[src/rtl/video_pkg.sv]
// video_pkg: shared display/frame-buffer geometry and types
package video_pkg;
  localparam int FRAME_W = 320;
  localparam int FRAME_H = 240;
  localparam int FRAME_PIXELS = 76800;
  localparam int H_TOTAL = 800;
  localparam int V_TOTAL = 525;
  localparam int H_ACTIVE = 640;
  localparam int V_ACTIVE = 480;
  typedef logic [23:0] pixel_t;
  typedef logic [16:0] fb_addr_t;
  typedef enum logic {WAIT_FRAME, SCAN} scan_state_t;
endpackage

[src/rtl/sync_delay_line.sv]
// sync_delay_line: fixed-depth shift register with async active-low clear to INIT
module sync_delay_line #(
  parameter int WIDTH = 5,
  parameter int DEPTH = 4,
  parameter logic [WIDTH-1:0] INIT = '0
) (
  input  logic             clk,
  input  logic             reset,
  input  logic [WIDTH-1:0] d,
  output logic [WIDTH-1:0] q
);
  logic [WIDTH-1:0] sr [DEPTH];
  always_ff @(posedge clk or negedge reset)
    if (!reset) begin
      for (int i = 0; i < DEPTH; i++) sr[i] <= INIT;
    end else begin
      sr[0] <= d;
      for (int i = 1; i < DEPTH; i++) sr[i] <= sr[i-1];
    end
  assign q = sr[DEPTH-1];
endmodule

[src/rtl/frame_scan_reader.sv]
// frame_scan_reader: 2x-upscaled frame buffer read with sync/blank realigned to returned pixels
module frame_scan_reader
  import video_pkg::pixel_t, video_pkg::fb_addr_t, video_pkg::scan_state_t,
         video_pkg::WAIT_FRAME, video_pkg::SCAN;
#(
  parameter int FRAME_W = 320,
  parameter int FRAME_H = 240,
  parameter int SCALE_SHIFT = 1,
  parameter int READ_LATENCY = 2,
  parameter pixel_t BORDER_COLOR = 24'h000000
) (
  input  logic        clk,
  input  logic        reset,
  input  logic [10:0] hcount,
  input  logic [9:0]  vcount,
  input  logic        hsync_in,
  input  logic        vsync_in,
  input  logic        blank_in,
  output fb_addr_t    read_addr,
  input  pixel_t      buf_pixel,
  output pixel_t      pixel_out,
  output logic        hsync_out,
  output logic        vsync_out,
  output logic        blank_out,
  output logic        frame_start
);
  localparam int L = READ_LATENCY + 2;
  localparam logic [10:0] W_COLS = 11'(FRAME_W);
  localparam logic [10:0] H_LAST = 11'(video_pkg::H_TOTAL - 1);
  localparam logic [9:0] H_ROWS = 10'(FRAME_H);
  localparam logic [9:0] ROW_LAST = 10'(FRAME_H - 1);
  localparam logic [9:0] SUB = 10'((1 << SCALE_SHIFT) - 1);
  localparam fb_addr_t W_STEP = 17'(FRAME_W);
  scan_state_t state, state_nx;
  fb_addr_t line_base, base_cur, addr_nx;
  logic [10:0] col;
  logic [9:0] row;
  logic origin, scan_now, valid, img_q;
  logic [4:0] dq;
  pixel_t pix_q;
  always_ff @(posedge clk or negedge reset)
    if (!reset) state <= WAIT_FRAME;
    else state <= state_nx;
  always_comb begin
    origin = hcount == '0 && vcount == '0;
    state_nx = (state == WAIT_FRAME && origin) ? SCAN : state;
    scan_now = state_nx == SCAN;
    col = hcount >> SCALE_SHIFT;
    row = vcount >> SCALE_SHIFT;
    valid = scan_now && col < W_COLS && row < H_ROWS && !blank_in;
    base_cur = vcount == '0 ? '0 : line_base;
    addr_nx = valid ? base_cur + fb_addr_t'(col) : '0;
  end
  // line_base steps once per stored row; it stops at the last row so it never passes 76480
  always_ff @(posedge clk or negedge reset)
    if (!reset) begin
      line_base <= '0;
      read_addr <= '0;
      pix_q <= BORDER_COLOR;
    end else begin
      line_base <= (hcount == H_LAST && (vcount & SUB) == SUB && row < ROW_LAST) ? base_cur + W_STEP : base_cur;
      read_addr <= addr_nx;
      pix_q <= buf_pixel;
    end
  sync_delay_line #(.WIDTH(5), .DEPTH(L), .INIT(5'b00100)) u_dly (
    .clk(clk),
    .reset(reset),
    .d({hsync_in, vsync_in, blank_in, valid, scan_now && origin}),
    .q(dq)
  );
  assign {hsync_out, vsync_out, blank_out, img_q, frame_start} = dq;
  assign pixel_out = img_q ? pix_q : BORDER_COLOR;
endmodule

[config.mk]
export PLATFORM = sky130hd
export DESIGN_NAME = frame_scan_reader
export DESIGN_NICKNAME = d
export VERILOG_FILES = /design/src/rtl/video_pkg.sv /design/src/rtl/sync_delay_line.sv /design/src/rtl/frame_scan_reader.sv
export SDC_FILE = /design/constraint.sdc
export NUM_CORES = 1
export LEC_CHECK = 0
export ABC_AREA = 1
export CAP_MARGIN = 5
export CORE_AREA = 10 10 97 99
export DETAILED_ROUTE_END_ITERATION = 8
export DIE_AREA = 0 0 107 109
export PLACE_DENSITY = 0.85
export SLEW_MARGIN = 25
export SYNTH_ARGS = -nofsm -noshare
export SYNTH_HDL_FRONTEND = slang
export SYNTH_SLANG_ARGS = --single-unit
[constraint.sdc]
create_clock -name clk -period 2.5 [get_ports clk]
set_input_delay 0.5 -clock clk [delete_from_list [all_inputs] [get_ports clk]]
set_output_delay 0.5 -clock clk [all_outputs]
set_load 0.03 [all_outputs]
## Word level (Yosys, flattened, before mapping)

Index checks and enable logic that the tools add are counted.

| storage, ports and cells | value |
|---|---|
| bits in registers | 79 |
| input bits | 50 |
| output and inout bits | 45 |
| logic and storage cells | 31 |

| cells by class | value |
|---|---|
| $add $sub $neg | 2 |
| order comparisons | 3 |
| eq/ne operators | 1 |
| muxes and demuxes | 5 |
| bitwise logic cells | 1 |
| reduce and logical (&&, ||, !) cells | 11 |

Operators by type and width:

| cell | count |
|---|---|
| $mux 17 | 3 |
| $mux 24 | 1 |
| $lt 9x8->1 const B | 2 |
| $add 17x10->17 | 1 |
| $add 17x9->17 const B | 1 |
| $eq 11x10->1 const B | 1 |
| $logic_not 11->1 | 1 |
| $logic_not 10->1 | 1 |
| $lt 10x9->1 const B | 1 |
| $logic_and 1x1->1 | 8 |
| $logic_not 1->1 | 1 |
| $mux 1 | 1 |
| $not 1->1 | 1 |

## Logic depth before layout (Yosys ltp)

Gate-level depths: netlist of run 1.

| depth | value |
|---|---|
| depth in word-level cells | 8 |
| mapped depth | 17 |
| depth with buffers taken out | 16 |

## Cells and area by module

Synthesis of run 1 repeated with hierarchy kept, for this count alone.

| unflattened totals | value |
|---|---|
| cells, all modules | 404 |
| area, all modules | 3543.4 sq um |

By module, submodules not included:

| module | instances | cells an instance | area an instance (sq um) |
|---|---|---|---|
| frame_scan_reader | 1 | 379 | 3000.4 |
| sync_delay_line | 1 | 25 | 543.0 |

## Worst setup path after synthesis of run 1

No wires, ideal clock.

| path | value |
|---|---|
| path kind | input port to flip-flop |
| from | in vcount[6] |
| to | reg read_addr[16] |
| library setup time | 119 ps |
| arrival | 2431 ps |
| data required time | 2381 ps |
| path slack | -50 ps |
| cell stages on the path | 15 |
| path buffers | 1 |
| cell sequence | nor2_1 nand3_2 nor2_8 buf_4 nor2_1 ha_1 fa_1 nand2_1 nand2_1 nand3_1 nand2_1 nand4_1 nand2_1 a21oi_1 nor2_1 |

| on the way | value |
|---|---|
| elaborated cells on any way between the ends | 11 |
| those cells by class | add/sub (1); order compare (1); mux (3); reduce/logical (6) |

RTL lines:

| item | RTL line | RTL |
|---|---|---|
| start: declaration | frame_scan_reader.sv:15 | `input logic [9:0] vcount,` |
| $logic_not 10->1 | frame_scan_reader.sv:51 | `base_cur = vcount == '0 ? '0 : line_base;` |
| $mux 17 | frame_scan_reader.sv:51 |  |
| via base_cur[0] | frame_scan_reader.sv:35 | `fb_addr_t line_base, base_cur, addr_nx;` |
| $add 17x10->17 | frame_scan_reader.sv:52 | `addr_nx = valid ? base_cur + fb_addr_t'(col) : '0;` |
| $mux 17 | frame_scan_reader.sv:52 |  |
| via addr_nx[16] | frame_scan_reader.sv:35 |  |
| end signal: assignment | frame_scan_reader.sv:62 | `read_addr <= addr_nx;` |
| end: declaration | frame_scan_reader.sv:19 | `output fb_addr_t read_addr,` |

The timed path passes the listed nets, and every way through them passes these cells.

## Final worst setup path of run 1

| path | value |
|---|---|
| from | in vcount[7] |
| to | reg read_addr[13] |

Same word-level chain as after synthesis.

==> summary.txt, run 1 <==
Status
  • Outcome: completed

Placement
  • I/O Buffers: 94
  • Pre-CTS setup slack: -0.525 ns
  • Placed Cells: 629
  • Placer Congestion: 0.871
  • Hpwl dp: 7010 µm

Layout
  • Most common cell after layout, fill and taps aside: nand2_1
  • ANT cells: 0
  • Layout area overhead: 51.8%
  • Layout Cells excl Fill: 652
  • Fin util: 70.9%
  • Most frequent cells in the layout: 86 x nand2_1, 83 x clkdlybuf4s50_1, 75 x dfrtp_1, 70 x inv_1, 46 x buf_4
  • Net count, final: 607
  • Share of cells above drive strength 1: 22.0%

Floorplanning
  • Width of the die: 107 µm
  • Ports: 95
  • Core Area: 7530 µm²
  • Initial core utilization: 46.7%
  • Cell Rows: 32
  • Die area: 11,700 µm²
  • Die Y: 109 µm

Routing
  • DRT Wirelength: 9850 µm
  • DR vias: 3,173
  • DR iter-0 viols: 177
  • Via density: 4.87
  • DRC viols: 0
  • Initial DRT Pass Iterations: 5
  • Number of routed nets with antenna violations: 0
  • Avg WL per Cell: 15.1 µm

Critical path
  • CP required: 2.74 ns
  • Max Fanout on Critical Path: 6
  • Startpoint Class: input port
  • FF-to-FF End: read_addr[13]$_DFF_PN0_
  • R2r startpoint: line_base[4]$_DFF_PN0_
  • WS Path Type: input port to register
  • Arrival time worst endpoint: 2.71 ns
  • Reg2Reg Depth: 14
  • R2r setup slk: 0.55 ns
  • Endpoint class of the critical path: register

Logic synthesis
  • Mean Syn Cell Area: 8.90 µm²
  • Top cell type's share of synthesized area: 53.4%
  • Top cell type by total area after synthesis: dfrtp_1
  • Net Count, Synth: 457
  • Synth Instances: 395
  • Synthesized area: 3520 µm²
  • Sequential cell area fraction in the yosys report: 56.4%
  • Yosys cell types: 31
  • #FFs+latches synth: 79
  • Synth top area cells: dfrtp_1 53%, nand2_1 10%, inv_1 7.5%
  • Ys Warns: 0

Global route
  • GRT Resource Usage Total: 16.3%
  • First-pass GRT wire length: 15,200 µm
  • Vias in the first global route: 3,253
  • GRT Residual Overflow: 0
  • Largest net degree at the start of global routing: 53
  • Initial antenna violation count: 0

STA
  • Slew Limit Fails: 0
  • Fin crit share: 98.8%
  • Pin slew with the least headroom to its limit: 0.628 ns
  • Peak Freq: 405 MHz
  • Setup tns final: 0 ns
  • Count of final setup violators: 0
  • Skew final: 0.0145 ns
  • Fin crit period: 2.47 ns
  • Setup WS post-layout: 0.0297 ns
  • Relative slew slack: 58.2%
  • Final hold vios: 0

Power
  • Power Total: 2900 µW
  • Worst VDD drop: 0.274 mV
  • PD cells: 543 nW/µm²
  • Pleak: 0.00283 µW

Clocking
  • H-tree depth: 3
  • Post-CTS Hold Fix Bufs: 0
  • Num CTS Buffers: 9
  • Worst-path clk slew: 0.09 ns
  • Worst skew pair latency: 0.36 ns
  • Root Driver: clkbuf_8
  • Maximum clock insertion buffer count: 2
  • CTS tree: done
  • Clock Sink Count: 79

Worst hold path
  • Worst Hold Class: input port to asynchronous set/reset pin

Job
  • Max-cap violation count: 0
## sequential cells by signal (all words and copies together), names as in the netlist
name / count
state: 1
u_dly.q: 5
read_addr: 17
u_dly.sr: 15
line_base: 17
pix_q: 24
## cell usage after synthesis
cell      number
nor2_2        10
xor2_1         8
a21o_1         1
nand3_1       18
dfstp_2        4
a21boi_0       1
o21ai_1        5
a31oi_1        1
a21oi_1       13
clkbuf_1       2
nor2_8         1
fa_1           1
nand2_1       94
dfrtp_1       75
nand3b_1       3
or2_2          1
xnor2_1        3
ha_1          11
nor2_4         1
a21oi_4        1
buf_4          1
nor2_1        53
buf_6          1
a21oi_2        1
o21bai_1       1
nand4_1        4
nand3_2        2
nor3_1         2
inv_1         70
o21ai_0        5
inv_2          1
## cell type report
type                       count  area (µm²)
fill                         519        2190
tap                          102         128
multi-input combinational    242        1410
inverter                      71         267
timing repair buffer         142        1330
clock buffer                   9         124
clock inverter                 7         103
sequential                    79        1980
## layer usage
metal | global-route usage, % | wire length, µm | vias up
met5 | 0 | 0 | -
met4 | 7.83 | 366 | 0
met3 | 4.01 | 663 | 33
met2 | 27.8 | 4730 | 156
met1 | 18.8 | 4090 | 1481
li1 | - | - | 1503
## worst max-delay path, cell delays in order
cell and delay (ns):
dlygate4sd2_1 0.24, nor2_1 0.18, nand3_4 0.16, nor2_8 0.20, nor2_2 0.06, ha_1 0.38
nand2_2 0.10, inv_1 0.09, nand2_1 0.08, nand2_1 0.11, nand2_1 0.07, nand3_2 0.08
nand2_1 0.07, nand2_2 0.12, nand3_1 0.10, nand2_1 0.09, nor2_1 0.05
## stage by stage
stage / cell area (µm²) / hold slack [ns]
final: 5340 / 0.155
after global routing: 5340 / 0.194
after CTS: 5210 / 0.176
after detailed placement: 4890 / 0.336
after global placement: 4890 / 0.331
after floorplan: 3520 / 0.204
## power by group
| part | switching, µW | leakage (µW) | internal, µW |
|---|---|---|---|
| sequential | 15.6 | 0.000932 | 1330 |
| combinational | 256 | 0.00179 | 226 |
| clock | 499 | 0.000104 | 572 |
## cells by family (layout without fill, tap and decap cells)
logic type | count (synthesis) | after routing | synth area share (%)
AO/OA/AOI/OAI | 29 | 29 | 4.80
XOR/XNOR | 11 | 11 | 2.74
adder cells (fa/ha/maj) | 12 | 12 | 4.48
buffers and inverters | 75 | 229 | 8.32
flip-flops | 79 | 79 | 56.4
AND/OR/NAND/NOR | 189 | 190 | 23.3
## worst max-delay path by stage
| stage | start | endpoint | slack (ns) | cells after the start |
|---|---|---|---|---|
| global placement | vcount[4] | read_addr[16]$_DFF_PN0_ | -0.42 | 15 |
| CTS | vcount[3] | read_addr[13]$_DFF_PN0_ | -0.001 | 17 |
| floorplan | vcount[4] | read_addr[16]$_DFF_PN0_ | 0.007 | 15 |
| global route | vcount[7] | read_addr[13]$_DFF_PN0_ | -0.06 | 17 |
| finish | vcount[7] | read_addr[13]$_DFF_PN0_ | 0.03 | 17 |
| detailed placement | vcount[4] | read_addr[13]$_DFF_PN0_ | -0.52 | 15 |
## repair_timing
item / CTS / global route
setup endpoints to repair: 9 / 11
gates resized for setup: 20 / 30
cloned: 1 / 0
pin swaps: 13 / 18
buffers inserted: 2 / 4
No activity file was read; power rests on OpenSTA's default activity.
==> run 2: changes to the inputs <==
- CORE_AREA: 10 10 97 99 -> 10 10 88 109
- DIE_AREA: 0 0 107 109 -> 0 0 98 119
==> run 2 against run 1 <==
Routed wire length is 6.6% lower. Hold slack worse by 0.060 ns. First-iteration DRC count is 26% higher. Power is 1.8% higher. Non-clock buffer count is 2 lower. Register-to-register slack better by 0.04 ns. Flip-flop and latch count stayed put. Critical path type unchanged. Cell area is 0.70% lower.
==> summary.txt, run 2 (synthesis gave the netlist of run 1 again) <==
Power
  • Power Total: 2950 µW (+1.8%)
  • Clock share of power: 38.6% (+1.6 points)
  • Psw: 708 µW (-8.1%)
  • Pleak: 0.00282 µW (-0.12%)
  • Worst VDD drop: 0.343 mV (+25%)
  • Sw frac: 24.0% (-2.6 points)
  • Int Pwr: 2240 µW (+5.4%)
  • PD cells: 556 nW/µm² (+2.5%)
  • Share of power burned in combinational logic: 15.8% (-0.8 points)
  • Sequential Power Share: 45.6% (-0.8 points)

Global route
  • Initial antenna violation count: 0 (unchanged)
  • GRT Resource Usage Total: 15.6% (-0.70 points)
  • First-pass GRT wire length: 15,000 µm (-1.1%)
  • Vias in the first global route: 3,246 (-0.22%)
  • GRT Residual Overflow: 0 (unchanged)
  • Largest net degree at the start of global routing: 43 (-19%)

Critical path
  • Worst setup path start: vcount[7]
  • CP required: 2.75 ns (about the same)
  • Slowest CP cell: ha_1
  • CP Capture Point: read_addr[13]$_DFF_PN0_
  • Critical Path Max Stage Delay: 0.39 ns (about the same)
  • Startpoint Class: input port
  • Endpoint class of the critical path: register
  • R2r startpoint: line_base[7]$_DFF_PN0_
  • WS Path Type: input port to register
  • Max Fanout on Critical Path: 6 (unchanged)
  • WP depth: 15 (-2)
  • Arrival time worst endpoint: 2.62 ns (-0.09 ns)
  • Reg2Reg Depth: 12 (-2)
  • Delay-heaviest family, CP: simple AND/OR/NAND/NOR gates
  • CP Cell Sequence: dlygate4sd2_1, nor2_2, nand3_4, nor2_8, nor2_1, ha_1, nand2_2, nor2_2, nand3_1, nand3_2, nand2_1, nand2_2, nand3_2, nand2_2, nor2_2
  • CP bufs+invs: 1 (-1)
  • R2r setup slk: 0.59 ns (+0.04 ns)
  • FF-to-FF End: read_addr[8]$_DFF_PN0_

Routing
  • Via density: 4.83 (-0.77%)
  • Number of routed nets with antenna violations: 0 (unchanged)
  • DR vias: 3,105 (-2.1%)
  • DR iter-0 viols: 223 (+26%)
  • DRC viols: 0 (unchanged)
  • Avg WL per Cell: 14.3 µm (-5.3%)
  • Initial DRT Pass Iterations: 5 (unchanged)
  • DRT Wirelength: 9200 µm (-6.6%)

STA
  • Count of final setup violators: 0 (unchanged)
  • Pin slew with the least headroom to its limit: 0.472 ns (-0.156 ns)
  • Peak Freq: 423 MHz (+4.4%)
  • Fin crit share: 94.7% (-4.2 points)
  • Fin crit period: 2.37 ns (-0.104 ns)
  • Final hold slack: 0.0952 ns (-0.0598 ns)
  • Slew Limit Fails: 0 (unchanged)
  • Setup tns final: 0 ns (unchanged)
  • Final hold vios: 0 (unchanged)
  • Relative slew slack: 68.6% (+10 points)
  • Skew final: 0.00719 ns (-0.00733 ns)

Floorplanning
  • Initial core utilization: 46.2% (-0.52 points)
  • Cell Rows: 36 (+13%)
  • Die Y: 119 µm (+9.2%)
  • Ports: 95 (unchanged)
  • Width of the die: 98 µm (-8.4%)
  • Core Area: 7610 µm² (+1.1%)
  • Die area: 11,700 µm² (about the same)

Layout
  • Max reg flops: 24 (unchanged)
  • Layout area overhead: 50.8%
  • Largest register by flop count: pix_q
  • Net count, final: 605 (-0.33%)
  • Biggest regs: pix_q (24), line_base (17), read_addr (17)
  • Fin util: 69.7% (-1.3 points)
  • Most common cell after layout, fill and taps aside: nand2_1
  • Most frequent cells in the layout: 85 x nand2_1, 83 x clkdlybuf4s50_1, 75 x dfrtp_1, 70 x inv_1, 45 x nor2_1
  • Share of cells above drive strength 1: 21.0% (-1.0 points)
  • ANT cells: 0 (unchanged)

Clocking
  • CTS tree: done
  • Maximum clock insertion buffer count: 2 (unchanged)
  • H-tree depth: 3 (unchanged)
  • Post-CTS Hold Fix Bufs: 0 (unchanged)
  • Worst-path clk slew: 0.08 ns (about the same)
  • Root Driver: clkbuf_8
  • Num CTS Buffers: 9 (unchanged)
  • Worst skew pair latency: 0.35 ns (about the same)
  • Clock Sink Count: 79 (unchanged)

Job
  • Max-cap violation count: 0 (unchanged)

Placement
  • Hpwl dp: 6800 µm (-2.9%)
  • I/O Buffers: 94 (unchanged)
  • Placer Congestion: 0.872 (+0.14%)

Status
  • Outcome: completed

Worst hold path
  • Worst Hold Class: input port to asynchronous set/reset pin
-- run 2: cell types whose count changed in the layout (fill, tap and decap cells not counted), moves of 2 or more --
cell        delta
nor2_1         +2
buf_4          -2
ha_4           -2
nand2_2        +3
nand2_4        -2
clkinvlp_4     -3
ha_1           +2
-- run 2: worst min path at each step --
stage	from	endpoint	slack (ns)
global route	reset	pix_q[18]$_DFF_PN0_	0.13
detailed placement	u_dly.sr[14]$_DFF_PN0_	u_dly.sr[9]$_DFF_PN0_	0.34
CTS	reset	pix_q[21]$_DFF_PN0_	0.11
global placement	u_dly.sr[14]$_DFF_PN0_	u_dly.sr[9]$_DFF_PN0_	0.33
floorplan	reset	line_base[0]$_DFF_PN0_	0.20
finish	reset	pix_q[21]$_DFF_PN0_	0.1
-- run 2: what timing repair did --
item	in CTS	in global routing
pin swaps	14	15
buffers inserted	2	4
endpoints found under the setup margin	10	13
cloned	1	0
resized for setup	22	20
-- run 2: through the flow --
step                setup WS (ns)  area [µm²]  instances
finish                      0.134        5300        643
global route              -0.0341        5300        643
CTS                        0.0193        5210        639
detailed placement         -0.519        4880        620
global placement           -0.437        4880        620
floorplan                 0.00658        3520        395
-- run 2: power by group through the flow --
stage / logic [µW] / registers [µW] / clock network, µW
final: 467 / 1350 / 1140
after global routing: 512 / 1350 / 1210
after CTS: 446 / 1350 / 1170
after detailed placement: 430 / 1370 / 0
after global placement: 416 / 1370 / 0
after floorplan: 168 / 1390 / 0
-- run 2: area by class of cell --
cell class | instances | area [µm²]
sequential | 79 | 1980
clock inverter | 5 | 104
tap | 95 | 119
clock buffer | 11 | 141
timing repair buffer | 140 | 1330
inverter | 71 | 267
fill | 539 | 2310
multi-input combinational | 242 | 1360
-- run 2: routing by layer --
layer / vias to the layer above / global-route usage (%) / routed length (µm)
met5: - / 0 / 0
li1: 1496 / - / -
met1: 1459 / 16.0 / 3480
met3: 22 / 3.18 / 511
met2: 128 / 28.2 / 4910
met4: 0 / 9.29 / 293
==> variant 1, RTL diff (config.mk and constraints of run 2) <==
Change the parameter `READ_LATENCY` from 2 to 4.
--- a/src/rtl/frame_scan_reader.sv
+++ b/src/rtl/frame_scan_reader.sv
@@ -6,7 +6,7 @@
   parameter int FRAME_W = 320,
   parameter int FRAME_H = 240,
   parameter int SCALE_SHIFT = 1,
-  parameter int READ_LATENCY = 2,
+  parameter int READ_LATENCY = 4,
   parameter pixel_t BORDER_COLOR = 24'h000000
 ) (
   input  logic        clk,
Check against the original RTL: not equivalent (a bounded check fails within 10 cycles, from zero or initial values and one cycle with reset low).
==> variant 1 against run 2 <==
Count of clock-buffer cells in the layout is 1 higher. Largest cell class unchanged. Sequential share of layout area is 2.4 points higher. Via count is 7.3% higher. Non-clock buffer count is 4 higher. First-iteration DRC count is 25% higher. Largest power group unchanged. Critical path type unchanged. Routed wire length is 17% higher. Setup slack worse by 0.072 ns. Power is 2.1% higher. Clock power is 13% lower. Final cell count is 2.2% higher. Synthesized area is 7.2% higher. Critical endpoint is now read_addr[16]$_DFF_PN0_. Design area is 6.0% higher. Critical path depth stayed put. Sequential cell count is 10 higher.
==> variant 1: results <==
metrics = {
    "finish": {
        "fin_nets": 619,
        "regArea_um2": 2235,
        "reg.largest.list": "u_dly.sr: 25 flops, pix_q: 24 flops",
        "n_clock_buffer": 12,
    },
    "global_routing": {
        "grt_pass1_wl_mm": 16.21,
        "grt_max_degree": 37,
        "grt_usage_pct": 17.16,
        "grt_pass1_vias": 3400,
    },
    "drt": {
        "dr.first_iter.drc_count": 279,
        "wl_met3_um": 770,
    },
    "timing": {
        "relSlewSlack_pct": 71.76,
        "skew_ns": 0.009561,
    },
    "pwr": {
        "switching_power_uw": 766.5,
        "clock_power_share_pct": 33.1,
        "powerDensity_nw_per_um2": 535.9,
        "leakagePower_uw": 0.002968,
        "swShare_pct": 25.44,
        "pg_comb_uw": 500,
    },
    "critical_path": {
        "crit_fanout": 5,
        "arrival_ns": 2.68,
    },
    "synthesis": {
        "synth_common_cells": "nand2_1 (94), dfrtp_1 (83), inv_1 (70)",
        "synth-compound-area-share_pct": 4.481,
        "ys_seq_area_share_pct": 59.28,
        "synthAdderAreaFrac_pct": 4.182,
        "ys_seq_elements": 89,
    },
    "place": {
        "dpl.cell_count": 634,
        "hpwl_mm": 7.536,
        "placed_cell_area_um2": 5159,
    },
    "status": {
        "status": "finished, final reports clean",
    },
    "cts": {
        "cts_resized": 15,
    },
}
[variant 1: path summary, 6_finish.rpt]
check                      cells past startpoint                 endpoint  slack [ns]                    from
hold / removal                                 1    u_dly.sr[5]$_DFF_PN0_        0.08                   reset
hold reg to reg                                0   u_dly.sr[13]$_DFF_PN0_        0.35  u_dly.sr[18]$_DFF_PN0_
max in group asynchronous                      2   u_dly.sr[22]$_DFF_PN1_        1.70                   reset
setup reg to reg                              12  read_addr[16]$_DFF_PN0_        0.52  line_base[0]$_DFF_PN0_
min in group clk                               0   u_dly.sr[13]$_DFF_PN0_        0.35  u_dly.sr[18]$_DFF_PN0_
setup / recovery                              15  read_addr[16]$_DFF_PN0_        0.06               vcount[5]
[variant 1: logic make-up after synthesis]
kind of cell,after synthesis
AO/OA/AOI/OAI,29
XOR/XNOR,11
adder cells (fa/ha/maj),12
buffers and inverters,75
flip-flops,89
AND/OR/NAND/NOR,189
==> variant 2, RTL diff (config.mk and constraints of run 2) <==
Made on the original files. Make the reset (`reset`) synchronous in 3 clocked blocks. Comments in the files are not updated.
--- a/src/rtl/sync_delay_line.sv
+++ b/src/rtl/sync_delay_line.sv
@@ -10,7 +10,7 @@
   output logic [WIDTH-1:0] q
 );
   logic [WIDTH-1:0] sr [DEPTH];
-  always_ff @(posedge clk or negedge reset)
+  always_ff @(posedge clk)
     if (!reset) begin
       for (int i = 0; i < DEPTH; i++) sr[i] <= INIT;
     end else begin
--- a/src/rtl/frame_scan_reader.sv
+++ b/src/rtl/frame_scan_reader.sv
@@ -38,7 +38,7 @@
   logic origin, scan_now, valid, img_q;
   logic [4:0] dq;
   pixel_t pix_q;
-  always_ff @(posedge clk or negedge reset)
+  always_ff @(posedge clk)
     if (!reset) state <= WAIT_FRAME;
     else state <= state_nx;
   always_comb begin
@@ -52,7 +52,7 @@
     addr_nx = valid ? base_cur + fb_addr_t'(col) : '0;
   end
   // line_base steps once per stored row; it stops at the last row so it never passes 76480
-  always_ff @(posedge clk or negedge reset)
+  always_ff @(posedge clk)
     if (!reset) begin
       line_base <= '0;
       read_addr <= '0;
Formal check against the unedited RTL: differs if reset is asserted again (counterexample within 4 cycles, from zero or initial values and one cycle with reset low); with reset held inactive, the same outputs for 10 cycles.
==> variant 2 against run 2 <==
Clock skew shrank 0.0011 ns. Sequential share of layout area decreased by 6.7 points. Setup slack better by 0.073 ns. Design area fell by 2.8%. Count of clock-buffer cells in the layout decreased by 1. Fmax grew 3.2%. Routed wire length is 1.2% higher. Critical endpoint is now read_addr[14]$_SDFF_PN0_. Critical path depth rose by 1. Synthesized area grew 0.78%. Sequential cell count unchanged.
Power is not compared: it rests on default switching activity, and its combinational part moved more than twofold at a synthesized area within 25%.
==> variant 2: results <==
metrics = {
    "critical_path": {
        "arrival_ns": 2.59,
        "r2r-end": "read_addr[14]$_SDFF_PN0_",
        "r2r_cells": 13,
        "crit_fanout": 8,
        "r2r-start": "line_base[0]$_SDFF_PN0_",
    },
    "status": {
        "status": "finished, final reports clean",
    },
    "finish": {
        "reg.largest.list": "pix_q: 24 flops, u_dly.sr: 20 flops",
        "fin_nets": 691,
        "drive_gt1_share_pct": 15.77,
    },
    "place": {
        "routabilityCongestion": 0.8956,
        "pre_cts_slack_ns": -0.4909,
        "hpwl_mm": 7.296,
    },
    "timing": {
        "skew_ns": 0.006073,
    },
    "drt": {
        "drt_wl_total_mm": 9.309,
        "first_pass_iters": 4,
        "dr.first_iter.drc_count": 147,
        "via_per_inst": 4.697,
    },
    "synthesis": {
        "ys_seq_area_share_pct": 44.62,
        "synthFlopType": "dfxtp_1",
        "synth_common_cells": "nand2_1 (125), inv_1 (112), dfxtp_1 (79)",
        "postSynth.asyncResetShare_pct": 0,
        "synth.distinct_cells": 36,
        "syn-num-nets": 557,
    },
    "min_path": {
        "hold_path.class": "flop to flop",
    },
    "global_routing": {
        "grt_usage_pct": 15.62,
        "grt_max_degree": 47,
    },
}
variant 2: metrics by stage:
step	total power (uW)	hold WS, ns	cells	area (um2)
2_1_floorplan	1393	0.3905	495	3566
6_report	2572	0.4085	729	5155
3_3_place_gp	1519	0.3931	712	4855
3_5_place_dp	1526	0.3960	712	4855
5_1_grt	2659	0.4370	729	5155
4_1_cts	2591	0.4136	728	5100
variant 2: report_power, final:
group	internal (uW)	switching (uW)	total (uW)
combinational	114	93.7	208
clock	596	477	1070
sequential	1280	6.59	1290
total	1990	578	2570
variant 2: layer usage:
metal / part of all wire (%) / up-vias / wire (um) / GRT usage, %
met5: 0 / - / 0 / 0
met4: 2.3 / 0 / 211 / 7.832
met3: 6.3 / 18 / 589 / 3.875
met2: 50 / 125 / 4653 / 28.43
met1: 41 / 1533 / 3855 / 16.15
li1: - / 1748 / - / -
variant 2: repair_timing:
item                                   4_1_cts  5_1_grt
setup buffers                                0        1
setup endpoints to repair                    4       10
pin swaps                                    3       11
gates resized for setup                      4       14
endpoints found under the hold margin        0        0
variant 2: worst max path at each step:
stage               slack [ns]      start  cells past startpoint                  endpoint
global placement         -0.34  vcount[4]                     15  read_addr[15]$_SDFF_PN0_
finish                    0.21  vcount[4]                     16  read_addr[14]$_SDFF_PN0_
CTS                      0.002  vcount[5]                     15  read_addr[14]$_SDFF_PN0_
detailed placement       -0.49  vcount[4]                     15  read_addr[15]$_SDFF_PN0_
floorplan              -0.0005  vcount[8]                     15  read_addr[14]$_SDFF_PN0_
global route              0.01  vcount[7]                     16  read_addr[14]$_SDFF_PN0_
variant 2: cells by family (layout without fill, tap and decap cells):
group	after synthesis	in the layout	synth area share [%]
buffers and inverters	125	264	13.55
adder cells (fa/ha/maj)	12	12	4.448
flip-flops	79	79	44.62
XOR/XNOR	1	1	0.2471
AND/OR/NAND/NOR	229	229	28.63
AO/OA/AOI/OAI	49	49	8.507
variant 2: layout make-up:
class	instances	area [um2]
Tap cell	95	118.9
Inverter	115	431.7
Clock inverter	6	92.59
Sequential cell	79	1582
Fill cell	614	2457
Clock buffer	10	137.6
Timing Repair Buffer	133	1259
Multi-Input combinational cell	291	1534
variant 2: critical path, stage by stage:
cell	delay, ns
dlymetal6s2s_1	0.14
nor2_2	0.15
nand3_2	0.13
nor2_8	0.18
nor2_1	0.06
ha_2	0.18
fa_2	0.41
nand3_2	0.09
nand3_2	0.08
inv_2	0.09
o21ai_4	0.09
a21oi_4	0.21
nor2_2	0.06
nand2_1	0.06
nand2_1	0.05
nor2_1	0.11
